`config.mk`:
```
export PLATFORM = sky130hd
export DESIGN_NAME = mux2_share_arbiter
export DESIGN_NICKNAME = d
export VERILOG_FILES = /design/src/rtl/mux2_share_arbiter.sv
export SDC_FILE = /design/constraint.sdc
export NUM_CORES = 1
export LEC_CHECK = 0
export CAP_MARGIN = 10
export CORE_ASPECT_RATIO = 1.75
export CORE_UTILIZATION = 44
export DETAILED_ROUTE_END_ITERATION = 16
export GPL_TIMING_DRIVEN = 0
export PLACE_DENSITY_LB_ADDON = 0.2
export SLEW_MARGIN = 10
export SYNTH_ARGS = -nofsm -noshare
export SYNTH_HDL_FRONTEND = slang
export SYNTH_SLANG_ARGS = --single-unit
```
`constraint.sdc`:
```
create_clock -name clk -period 5.6 [get_ports clk]
set_clock_uncertainty 0.05 [all_clocks]
set_input_delay 0.56 -clock clk [delete_from_list [all_inputs] [get_ports clk]]
set_output_delay 0.56 -clock clk [all_outputs]
set_load 0.02 [all_outputs]
```
`src/rtl/mux2_share_arbiter.sv`:
```
// Two valid/ready requesters share one 2:1 mux feeding a single-entry output
// register; round-robin grant with a burst cap keeps either side from starving.
module mux2_share_arbiter #(
    parameter int WIDTH     = 16,
    parameter int BURST_MAX = 4
) (
    input  logic             clk,
    input  logic             rst,
    input  logic             x_valid,
    input  logic [WIDTH-1:0] x_data,
    output logic             x_ready,
    input  logic             y_valid,
    input  logic [WIDTH-1:0] y_data,
    output logic             y_ready,
    output logic             sel,
    output logic             z_valid,
    output logic [WIDTH-1:0] z_data,
    output logic             z_src,
    input  logic             z_ready
);

    localparam int CNT_W = $clog2(BURST_MAX + 1);
    localparam logic [CNT_W:0] BURST_LIM = (CNT_W + 1)'(BURST_MAX);
    localparam logic SRC_X = 1'b0;
    localparam logic SRC_Y = 1'b1;

    typedef enum logic [1:0] {
        IDLE    = 2'd0,
        GRANT_X = 2'd1,
        GRANT_Y = 2'd2
    } state_t;

    state_t             state_r;
    state_t             state_nxt_s;
    logic [CNT_W-1:0]   burst_cnt_r;
    logic [CNT_W-1:0]   burst_cnt_nxt_s;
    logic               last_served_r;
    logic               last_served_nxt_s;
    logic               z_valid_r;
    logic [WIDTH-1:0]   z_data_r;
    logic               z_src_r;

    logic               out_free_s;
    logic               x_ready_s;
    logic               y_ready_s;
    logic               xfer_x_s;
    logic               xfer_y_s;
    logic [CNT_W:0]     cnt_sum_s;
    logic [CNT_W-1:0]   cnt_sat_s;
    logic               at_cap_s;

    // Handshake qualifiers; the output stage is free when empty or draining.
    always_comb begin
        out_free_s = !z_valid_r || z_ready;
        x_ready_s  = (state_r == GRANT_X) && out_free_s;
        y_ready_s  = (state_r == GRANT_Y) && out_free_s;
        xfer_x_s   = x_valid && x_ready_s;
        xfer_y_s   = y_valid && y_ready_s;
    end

    // Saturating burst counter; only the granted side can transfer, so one counter serves both.
    always_comb begin
        cnt_sum_s = {1'b0, burst_cnt_r} + {{CNT_W{1'b0}}, (xfer_x_s | xfer_y_s)};
        if (cnt_sum_s >= BURST_LIM) begin
            cnt_sat_s = BURST_LIM[CNT_W-1:0];
        end else begin
            cnt_sat_s = cnt_sum_s[CNT_W-1:0];
        end
        at_cap_s = (cnt_sat_s == BURST_LIM[CNT_W-1:0]);
    end

    // Grant FSM next-state, burst count and round-robin history.
    always_comb begin
        state_nxt_s       = state_r;
        burst_cnt_nxt_s   = burst_cnt_r;
        last_served_nxt_s = last_served_r;
        case (state_r)
            IDLE: begin
                burst_cnt_nxt_s = {CNT_W{1'b0}};
                if (x_valid && (!y_valid || (last_served_r == SRC_Y))) begin
                    state_nxt_s = GRANT_X;
                end else if (y_valid) begin
                    state_nxt_s = GRANT_Y;
                end else begin
                    state_nxt_s = IDLE;
                end
            end
            GRANT_X: begin
                if (xfer_x_s) begin
                    last_served_nxt_s = SRC_X;
                end else begin
                    last_served_nxt_s = last_served_r;
                end
                if (!x_valid) begin
                    burst_cnt_nxt_s = {CNT_W{1'b0}};
                    if (y_valid) begin
                        state_nxt_s = GRANT_Y;
                    end else begin
                        state_nxt_s = IDLE;
                    end
                end else if (at_cap_s && y_valid) begin
                    // X holds its valid and is re-granted later by round-robin.
                    burst_cnt_nxt_s = {CNT_W{1'b0}};
                    state_nxt_s     = GRANT_Y;
                end else begin
                    burst_cnt_nxt_s = cnt_sat_s;
                    state_nxt_s     = GRANT_X;
                end
            end
            GRANT_Y: begin
                if (xfer_y_s) begin
                    last_served_nxt_s = SRC_Y;
                end else begin
                    last_served_nxt_s = last_served_r;
                end
                if (!y_valid) begin
                    burst_cnt_nxt_s = {CNT_W{1'b0}};
                    if (x_valid) begin
                        state_nxt_s = GRANT_X;
                    end else begin
                        state_nxt_s = IDLE;
                    end
                end else if (at_cap_s && x_valid) begin
                    burst_cnt_nxt_s = {CNT_W{1'b0}};
                    state_nxt_s     = GRANT_X;
                end else begin
                    burst_cnt_nxt_s = cnt_sat_s;
                    state_nxt_s     = GRANT_Y;
                end
            end
            default: begin
                state_nxt_s       = IDLE;
                burst_cnt_nxt_s   = {CNT_W{1'b0}};
                last_served_nxt_s = SRC_Y;
            end
        endcase
    end

    // Arbiter state registers; reset leaves Y as last served so X wins the first tie.
    always_ff @(posedge clk or posedge rst) begin
        if (rst) begin
            state_r       <= IDLE;
            burst_cnt_r   <= {CNT_W{1'b0}};
            last_served_r <= SRC_Y;
        end else begin
            state_r       <= state_nxt_s;
            burst_cnt_r   <= burst_cnt_nxt_s;
            last_served_r <= last_served_nxt_s;
        end
    end

    // One-entry output stage: load on accept (overwrites during a drain), clear valid on drain only.
    always_ff @(posedge clk or posedge rst) begin
        if (rst) begin
            z_valid_r <= 1'b0;
            z_data_r  <= {WIDTH{1'b0}};
            z_src_r   <= 1'b0;
        end else if (xfer_x_s) begin
            z_valid_r <= 1'b1;
            z_data_r  <= x_data;
            z_src_r   <= SRC_X;
        end else if (xfer_y_s) begin
            z_valid_r <= 1'b1;
            z_data_r  <= y_data;
            z_src_r   <= SRC_Y;
        end else if (z_ready) begin
            z_valid_r <= 1'b0;
        end else begin
            z_valid_r <= z_valid_r;
        end
    end

    assign x_ready = x_ready_s;
    assign y_ready = y_ready_s;
    assign sel     = (state_r == GRANT_Y);
    assign z_valid = z_valid_r;
    assign z_data  = z_data_r;
    assign z_src   = z_src_r;

endmodule

```
==> impl_results.md, run 1 <==
* Startpoint Class: input pin
* Cell variety after synth at 31
* Post-Syn Nets at around 170
* Clk sinks at 24
* Clk root buf: clkbuf_8
* Max_slew headroom at 0.413
* Placed Cells at 206
* Synth-to-Final Area Change at 51.3%
* Clk_lat worst skew at around 260 ps
* Core area at 2720 um^2
* Ys flop type: dfrtp_1
* CP max-delay cell: clkdlybuf4s50_1
* RD Place Congestion at 0.849
* FF-to-FF Start: state_r[1]$_DFF_PP0_
* R2R depth at 11
* Crit path max-delay family: compound AO/OA/AOI/OAI gates
* Fin cells at 210
* Gate power share at 0.565
* Yosys warns at 0
* Crit path capture type: flip-flop
* Lkg Pwr at roughly 0.94 nW
* Area of the multi-input gates at around 600 um^2
* Setup CP Type: in2reg
* Total GRT Usage at 0.212
* Bufs and invs on worst path at 2
* Period utilisation layout at 0.467
* Hold depth at 2
* Most common cell after layout, fill and taps aside: clkdlybuf4s50_1
* Overall power at roughly 0.0009 W
* Worst R2R Setup Slack at a little over 3000 ps
* Hold WC Path Type: reg2reg
* Avg Cell Area, Syn at 10.4 um^2
* Die height at ~73 um
* Post-CTS Setup Bufs at 0
* Fmax at 382 MHz
* Net Sw Frac at 0.398
* Switch Pwr at between 0.0003 and 0.0004 W
* CTS max path bufs at 2
* Drt total wl at ~3000 um
* Unrepaired setup endpoints after global routing: false
* Int Pwr at roughly 0.00054 W
* Initial Util at 0.465
* CP Cell Sequence: clkdlybuf4s50_1 -> a22o_2 -> nand2_2 -> inv_1 -> ha_1 -> ha_1 -> or2_1 -> o2111ai_1 -> o311ai_1 -> a211oi_1
* Most frequent cells in the layout: clkdlybuf4s50_1, dfrtp_1, nand2_1, mux2i_1, o21ai_1
* Max Transition Viols Final at 0
* Yosys reg bits at 24
* Fill cells at between 200 and 250
* First-pass GRT wire length at 5050 um
* Total die area at slightly above 3000 um^2
* Count of flip-flops with a built-in enable after synthesis at 0
* DR DRC count at 0
* Worst path max stage delay at between 400 and 500 ps
* Hold Crit Start: z_data[5]$_DFFE_PP0N_
* PD cells at between 400 and 500 nW/um^2
* Status: complete, no violations
* R2R Path End: state_r[0]$_DFF_PP0_
* Dpl hpwl at between 2000 and 2500 um
* Die Width at about 43 um
* Vias per inst at between 5 and 6
* Setup_tns at 0 ps
* Cts bufs inserted at 3
* Final setup fails at 0
* WL/cell at around 14 um
* GRT overflow at 0
* Mapped cell area at around 1300 um^2
* CTS tree: built
* Initial drt markers at 11
* Share of layout cells above drive strength 1 at 0.0874
* Pin count of the biggest net entering global routing at 25
* Async S/R FF share, synth at 1.00
* Vias in the first global route at around 1200
* Sequential group share of total power at 0.322
* Initial antenna violation count at 0
* I/O Pins at 58
* IO Port Bufs at 57
* Rows at 25
* Vias after detailed routing at between 1000 and 1500
* Post-CTS sizing at 0
* Drt pass-1 iters at 4
* Max-cap violations at 0
* Final Net Count at ~230
* H-tree depth at 1
* WP data required at approximately 5700 ps
* Slew of the pin with the lowest slew margin at 880 ps
* Worst vdd rail ir drop at slightly above 0.0003 V
* Hold endpoint: z_data[5]$_DFFE_PP0N_
* Final Hold Viols at 0
* Final min period at about 2600 ps
* CP arrival at roughly 2700 ps
* Critical-path maximum fanout at 6
* Clk pin slew, worst setup/hold paths at roughly 80 ps
* Cells after synthesis at around 120
* Clk pwr share at 0.113
* Fin Hold WS at ~430 ps
* Cts hold-fix bufs at 0
* Register area at approximately 600 um^2
* Most common cell on crit path: ha_1
* Post-synthesis sequential area ratio at 0.475
* Post-route ant nets at 0
* ANT cells at 0
## power by group through the flow
stage          Sequential (W)  Clock [W]  Combinational, W
2_1_floorplan        0.000364          0          0.000219
3_3_place_gp         0.000290          0          0.000500
3_5_place_dp         0.000293          0          0.000514
4_1_cts              0.000291   0.000103          0.000515
5_1_grt              0.000299   0.000111          0.000552
6_report             0.000290   0.000102          0.000509
## kinds of logic after synthesis
| logic type | after synthesis | synth area share |
|---|---|---|
| buffers and inverters | 12 | 0.0573 |
| multiplexers | 16 | 0.126 |
| adder cells (fa/ha/maj) | 6 | 0.0593 |
| flip-flops | 24 | 0.475 |
| AND/OR/NAND/NOR | 34 | 0.134 |
| AO/OA/AOI/OAI | 30 | 0.147 |
## cell usage after synthesis (2+ instances only)
library cell	instances	area share
o21ai_0	5	0.020
nor2_1	2	0.0059
o21a_1	2	0.012
a211oi_1	2	0.012
inv_1	7	0.021
dfrtp_1	23	0.45
o21ai_1	14	0.055
nand2_1	19	0.056
and2_1	4	0.020
ha_1	6	0.059
buf_2	3	0.012
mux2i_1	16	0.13
## sequential cells by signal, indices dropped and copies added (netlist names)
name,cells
z_valid,1
state_r,2
last_served_r,1
z_src,1
z_data,16
burst_cnt_r,3
## worst max-delay path by stage
stage	depth (start not counted)	slack, ps	startpoint	to
4_1_cts	10	2970	x_valid	state_r[0]$_DFF_PP0_
2_1_floorplan	11	3270	state_r[0]$_DFF_PP0_	state_r[0]$_DFF_PP0_
5_1_grt	11	2820	state_r[1]$_DFF_PP0_	state_r[0]$_DFF_PP0_
6_report	10	2980	x_valid	state_r[0]$_DFF_PP0_
3_5_place_dp	10	2720	x_valid	state_r[0]$_DFF_PP0_
3_3_place_gp	10	2720	x_valid	state_r[0]$_DFF_PP0_
## worst reg2reg max path: stages (launching register included)
cell	delay, ps
dfrtp_1	380
inv_1	70
ha_1	270
a22o_2	320
nand2_2	110
inv_1	70
ha_1	190
ha_1	180
or2_1	230
o2111ai_1	110
o311ai_1	130
a211oi_1	320
## cell type report
class                   instances  area share
well taps                      27      0.0176
multi-input cells              86       0.309
repair buffers                 57       0.298
plain buffers                   5      0.0242
inverters                       7      0.0137
clock buffers                   4      0.0235
flip-flops and latches         24       0.314
## metrics by stage
stage,util,cell area (um^2),setup WS [ps]
2_1_floorplan,-,1270,3270
3_3_place_gp,0.687,1870,2720
3_5_place_dp,0.687,1870,2720
4_1_cts,0.704,1920,2970
5_1_grt,0.704,1920,2820
6_report,0.704,1920,2980
## routing by layer
layer	up-vias	share of wire	wire, um	global-route usage
met2	37	0.60	1780	0.431
li1	542	-	-	-
met1	540	0.35	1040	0.214
met5	-	0	0	0
met4	0	0.010	30	0.0521
met3	4	0.038	111	0.0347
Power figures use the tool's default switching activity.
==> run 2: changes to the inputs <==
Settings changed: CORE_UTILIZATION 44 to 37.
Clock period 5.6 ns to 2.15 ns, I/O delays scaled along.
==> run 2 against run 1 <==
- the flow now finishes with violations (negative setup slack)
- clock power grew to 2.9 times the previous value
- design area is 9.7% higher
- sequential cell count did not move
- core utilization is 4.9 points lower
- count of clock-buffer cells in the layout did not move
- wire length grew 5.4%
- total power rose to 2.9 times the previous value
- first-iteration DRC count fell by 27%
- sequential share of layout area shrank 2.7 points
- critical path type is now reg2reg
==> impl_results.md, run 2 (synthesis results as in run 1) <==
* I/O Pins at 58 (unchanged)
* CP arrival at 2320 ps (-400 ps)
* Drt total wl at 3120 um (+5.4%)
* Final Net Count at 234 (+3.1%)
* Vias per inst at 4.97 (-7.1%)
* Clk root buf: clkbuf_8
* Pre-CTS setup slack at -352 ps (-3080 ps)
* Bufs and invs on worst path at 2 (unchanged)
* Status: finished with violations
* Final Util at 0.655 (-0.0493)
* Clk_lat worst skew at 260 ps (about the same)
* CP Cell Sequence: inv_2 -> ha_4 -> a22o_4 -> nand2_4 -> inv_4 -> ha_4 -> ha_4 -> or2_4 -> o21a_4 -> o311ai_4 -> a211oi_2
* Crit path max-delay family: compound AO/OA/AOI/OAI gates
* Most common cell on crit path: ha_4
* Int Pwr at 0.00156 W (+190%)
* Core area at 3210 um^2 (+18%)
* Startpoint Class: flip-flop
* Setup_tns at -85.2 ps (-85.2 ps)
* Most common cell after layout, fill and taps aside: clkdlybuf4s50_1
* Initial antenna violation count at 0 (unchanged)
* Met1 Usage GRT at 0.216 (+0.00137)
* Net Sw Frac at 0.395 (-0.00276)
* Period utilisation layout at 1.04
* Vias after detailed routing at 1157 (+3.0%)
* DR DRC count at 0 (unchanged)
* Fmax at 447 MHz
* Max-cap violations at 0 (unchanged)
* Gate power share at 0.586 (+0.021)
* GRT overflow at 0 (unchanged)
* ANT cells at 0 (unchanged)
* WL/cell at 13.4 um (-5.0%)
* Switch Pwr at 0.00102 W (+180%)
* PD cells at 1230 nW/um^2 (+160%)
* Clk pwr share at 0.116 (+0.003)
* Fin Hold WS at 402 ps (-32.4 ps)
* Initial Util at 0.395 (-0.0707)
* Total die area at 3670 um^2 (+18%)
* Most frequent cells in the layout: clkdlybuf4s50_1, dfrtp_1, nand2_1, mux2i_1, o21ai_1
* Final min period at roughly 2200 ps
* Cts bufs inserted at 3 (unchanged)
* RD Place Congestion at 0.863 (+1.7%)
* Worst Setup Slack, final at -85.2 ps (-3070 ps)
* Flip-flop count of the largest register after layout at 16 (unchanged)
* Unrepaired setup endpoints after global routing: true
* Failing checks: negative setup slack
* CP max-delay cell: dfrtp_2
* Drt pass-1 iters at 4 (unchanged)
* Clk sinks at 24 (unchanged)
* Sequential group share of total power at 0.298 (-0.024)
* Rows at 27 (+8.0%)
* Met2 track demand over resource at 0.328 (-0.103)
* Crit path capture type: flip-flop
* Initial drt markers at 8 (-3)
* Clk pin slew, worst setup/hold paths at 80 ps (about the same)
* Final Hold Viols at 0 (unchanged)
* M3 GR Usage at 0.0339 (-0.000717)
* IO Port Bufs at 57 (unchanged)
* Final setup fails at 1 (+1)
* Pin count of the biggest net entering global routing at 25 (unchanged)
* Max_slew headroom at 0.388 (-0.0245)
* Most used routing layer: met2
* Slew of the pin with the lowest slew margin at 917 ps (+36.8 ps)
* Post-route ant nets at 0 (unchanged)
* Hold WC Path Type: in2async
* First-pass GRT wire length at 5140 um (+1.8%)
* Vias in the first global route at 1218 (+1.2%)
* Total GRT Usage at 0.187 (-0.0254)
* Share of layout cells above drive strength 1 at 0.195 (+0.107)
* Synth-to-Final Area Change at 65.9%
* WP data required at 2230 ps (-3470 ps)
* CTS tree: built
* Setup CP Type: reg2reg
* Worst vdd rail ir drop at 0.000800 V (+160%)
* Max Transition Viols Final at 0 (unchanged)
* Die Width at 46.2 um (+8.6%)
* Die height at 79.4 um (+8.8%)
* Critical-path maximum fanout at 3 (-3)
* Dpl hpwl at 2340 um (-4.0%)
* CTS max path bufs at 2 (unchanged)
* Lkg Pwr at 0.999 nW (+6.1%)
* Worst path max stage delay at 410 ps (-80 ps)
* H-tree depth at 1 (unchanged)
## run 2: cell count changes in the layout (fill, tap and decap cells not counted), sizes merged
cell / delta
dlymetal6s2s: +1
buf: +7
clkdlybuf4s50: -1
## run 2: what timing repair did
item,in CTS,in global routing
hold buffers,0,0
gates resized for setup,4,7
setup endpoints to repair,4,5
pin swaps,6,2
buffers inserted,6,1
## run 2: power by group through the flow
stage	clock network, W	logic, W	registers (W)
after floorplan	0	0.000626	0.000960
after global placement	0	0.00136	0.000767
after detailed placement	0	0.00139	0.000775
after CTS	0.000309	0.00148	0.000768
after global routing	0.000326	0.00164	0.000794
final	0.000299	0.00151	0.000771
## run 2: area by class of cell
class	count	area (um^2)
inverter	7	28.8
buffer	5	46.3
tap	43	53.8
multi-input combinational	86	687
timing repair buffer	64	626
clock buffer	4	55.1
fill	268	1110
sequential	24	604
## run 2: path summary, 6_finish.rpt
check | startpoint | end | slack, ps | cells after the start
setup / recovery | state_r[1]$_DFF_PP0_ | state_r[0]$_DFF_PP0_ | -90 | 11
hold / removal | rst | z_data[13]$_DFFE_PP0N_ | 400 | 2
setup reg to reg | state_r[1]$_DFF_PP0_ | state_r[0]$_DFF_PP0_ | -90 | 11
hold reg to reg | z_data[4]$_DFFE_PP0N_ | z_data[4]$_DFFE_PP0N_ | 450 | 2
max in group asynchronous | rst | state_r[1]$_DFF_PP0_ | 1030 | 2
min in group clk | z_data[4]$_DFFE_PP0N_ | z_data[4]$_DFFE_PP0N_ | 450 | 2
## run 2: per-layer routing
| layer | routed length [um] | part of all wire |
|---|---|---|
| met5 | 0 | 0 |
| met4 | 22 | 0.0071 |
| met3 | 150 | 0.048 |
| met2 | 1810 | 0.58 |
| met1 | 1130 | 0.36 |
## run 2: metrics by stage
step,cell area [um^2],total power (W),std cells
global placement,1950,0.00213,222
detailed placement,1950,0.00217,222
floorplan,1330,0.00159,122
finish,2100,0.00258,233
CTS,2060,0.00255,232
global route,2100,0.00276,233
==> run 3: changes to the inputs <==
Settings changed: CORE_UTILIZATION 37 to 38, CTS_BUF_LIST set to sky130_fd_sc_hd__clkbuf_4.
==> run 3 against run 2 <==
- the run still ends with negative setup slack left
- non-clock buffer count grew 3
- die area down 2.5%
- first-iteration DRC count grew to 2.6 times the previous value
- critical endpoint unchanged
- largest cell class is now buffers
- highest routed layer unchanged
==> impl_results.md, run 3 (synthesis results as in run 1) <==
* Most frequent cells in the layout: clkdlybuf4s50_1, dfrtp_1, nand2_1, mux2i_1, o21ai_1
* Critical-path maximum fanout at 3 (unchanged)
* Fill cells at 276 (+3.0%)
* Max_slew headroom at 0.393 (+0.00518)
* Clk pin slew, worst setup/hold paths at 130 ps (+50 ps)
* Lkg Pwr at 1.02 nW (+1.9%)
* Rows at 27 (unchanged)
* Area of the multi-input gates at 686 um^2 (-0.18%)
* Fmax at 444 MHz (-0.82%)
* Hold WC Path Type: in2async
* CTS max path bufs at 2 (unchanged)
* Synth-to-Final Area Change at 65.3%
* Post-route ant nets at 0 (unchanged)
* Drt total wl at 3370 um (+7.9%)
* WL/cell at 14.3 um (+6.5%)
* Cts hold-fix bufs at 0 (unchanged)
* IO Port Bufs at 57 (unchanged)
* DR DRC count at 0 (unchanged)
* RD Place Congestion at 0.750 (-13%)
* First-pass GRT wire length at 5430 um (+5.6%)
* Total die area at 3580 um^2 (-2.5%)
* WP data required at 2310 ps (+80 ps)
* Most common cell after layout, fill and taps aside: clkdlybuf4s50_1
* Cts bufs inserted at 3 (unchanged)
* Final Util at 0.659 (+0.00460)
* Period utilisation layout at 1.05 (+0.00864)
* Share of layout cells above drive strength 1 at 0.202 (+0.00734)
* Pin count of the biggest net entering global routing at 25 (unchanged)
* Register area at 602 um^2 (-0.41%)
* Startpoint Class: flip-flop
* Status: finished with violations
* Die Width at 45.6 um (-1.3%)
* Vias after detailed routing at 1180 (+2.0%)
* Vias per inst at 5.00 (+0.69%)
* Initial drt markers at 21 (+13)
* Drt pass-1 iters at 4 (unchanged)
* H-tree depth at 1 (unchanged)
* Slew of the pin with the lowest slew margin at 909 ps (-7.76 ps)
* Failing checks: negative setup slack
* Initial antenna violation count at 0 (unchanged)
* Flip-flop count of the largest register after layout at 16 (unchanged)
* I/O Pins at 58 (unchanged)
* Dpl hpwl at 2550 um (+9.1%)
* Total GRT Usage at 0.209 (+0.0219)
* Final Net Count at 237 (+1.3%)
* Max Transition Viols Final at 0 (unchanged)
* Final setup fails at 4 (+3)
* Clk root buf: clkbuf_4
* Final min period at 2250 ps (+18.6 ps)
* Final Hold Viols at 0 (unchanged)
* Die height at 78.4 um (-1.3%)
* Clk sinks at 24 (unchanged)
* Core area at 3180 um^2 (-1.1%)
* PD cells at 1190 nW/um^2 (-3.0%)
* ANT cells at 0 (unchanged)
* Setup_tns at -265 ps (-180 ps)
* CTS tree: built
* Vias in the first global route at 1289 (+5.8%)
* Max-cap violations at 0 (unchanged)
* Crit path capture type: flip-flop
* Unrepaired setup endpoints after global routing: true
* Initial Util at 0.399 (+0.00420)
* Worst Setup Slack, final at -104 ps (-18.6 ps)
* Setup CP Type: reg2reg
* Worst vdd rail ir drop at 0.000817 V (+2.1%)
* Clk_lat worst skew at 310 ps (+50 ps)
* CP arrival at 2420 ps (+100 ps)
* GRT overflow at 0 (unchanged)
[run 3: cell types whose count changed in the layout (fill, tap and decap cells not counted), sizes merged]
cell	change
dlymetal6s2s	+1
clkinv	+1
buf	+3
clkbuf	-1
clkdlybuf4s50	-1
[run 3: area by class of cell]
class / count / area share
Buffer: 5 / 0.0221
Clock buffer: 3 / 0.0108
Clock inverter: 1 / 0.00179
Inverter: 7 / 0.0137
Multi-Input combinational cell: 86 / 0.328
Sequential cell: 24 / 0.288
Tap cell: 43 / 0.0257
Timing Repair Buffer: 67 / 0.311
[run 3: worst paths after layout]
path,start,end,slack (ps),cells past startpoint
min in group clk,z_data[7]$_DFFE_PP0N_,z_data[7]$_DFFE_PP0N_,440,2
max in group asynchronous,rst,z_data[1]$_DFFE_PP0N_,1160,2
max reg2reg,state_r[1]$_DFF_PP0_,state_r[0]$_DFF_PP0_,-100,11
min,rst,z_data[11]$_DFFE_PP0N_,330,2
max,state_r[1]$_DFF_PP0_,state_r[0]$_DFF_PP0_,-100,11
min reg2reg,z_data[7]$_DFFE_PP0N_,z_data[7]$_DFFE_PP0N_,440,2
[run 3: critical path: stages (launching register included)]
cell and delay, ps:
dfrtp_1 450, inv_2 80, ha_4 170, a22o_4 250, nand2_4 70, inv_4 40
ha_4 150, ha_4 150, or2_4 230, o2111ai_2 90, o311ai_2 130, a211oi_1 300
[run 3: power by group]
group,leakage (nW),internal (W),switching [W]
registers,0.301,0.000643,0.000125
logic,0.701,0.000760,0.000768
clock network,0.0154,0.0000678,0.000134
total,1.02,0.00147,0.00103
[run 3: through the flow]
step	hold slack, ps	setup slack (ps)	instance area, um^2	cells	power, W
2_1_floorplan	179	-59.0	1330	122	0.00159
3_3_place_gp	413	-327	1950	222	0.00213
3_5_place_dp	422	-354	1950	222	0.00219
4_1_cts	364	-79.3	2070	235	0.00249
5_1_grt	437	-135	2090	236	0.00266
6_report	330	-104	2090	236	0.00250
[run 3: layer usage]
metal | routed length [um] | global-route usage | vias up
met2 | 2010 | 0.410 | 33
met4 | 28 | 0.0727 | 0
li1 | - | - | 562
met5 | 0 | 0 | -
met1 | 1180 | 0.194 | 583
met3 | 156 | 0.0368 | 2
[run 3: what timing repair did]
action,4_1_cts,5_1_grt
setup buffers,9,1
pin swaps,9,0
endpoints found under the setup margin,4,6
gates resized for setup,8,4
endpoints found under the hold margin,0,0
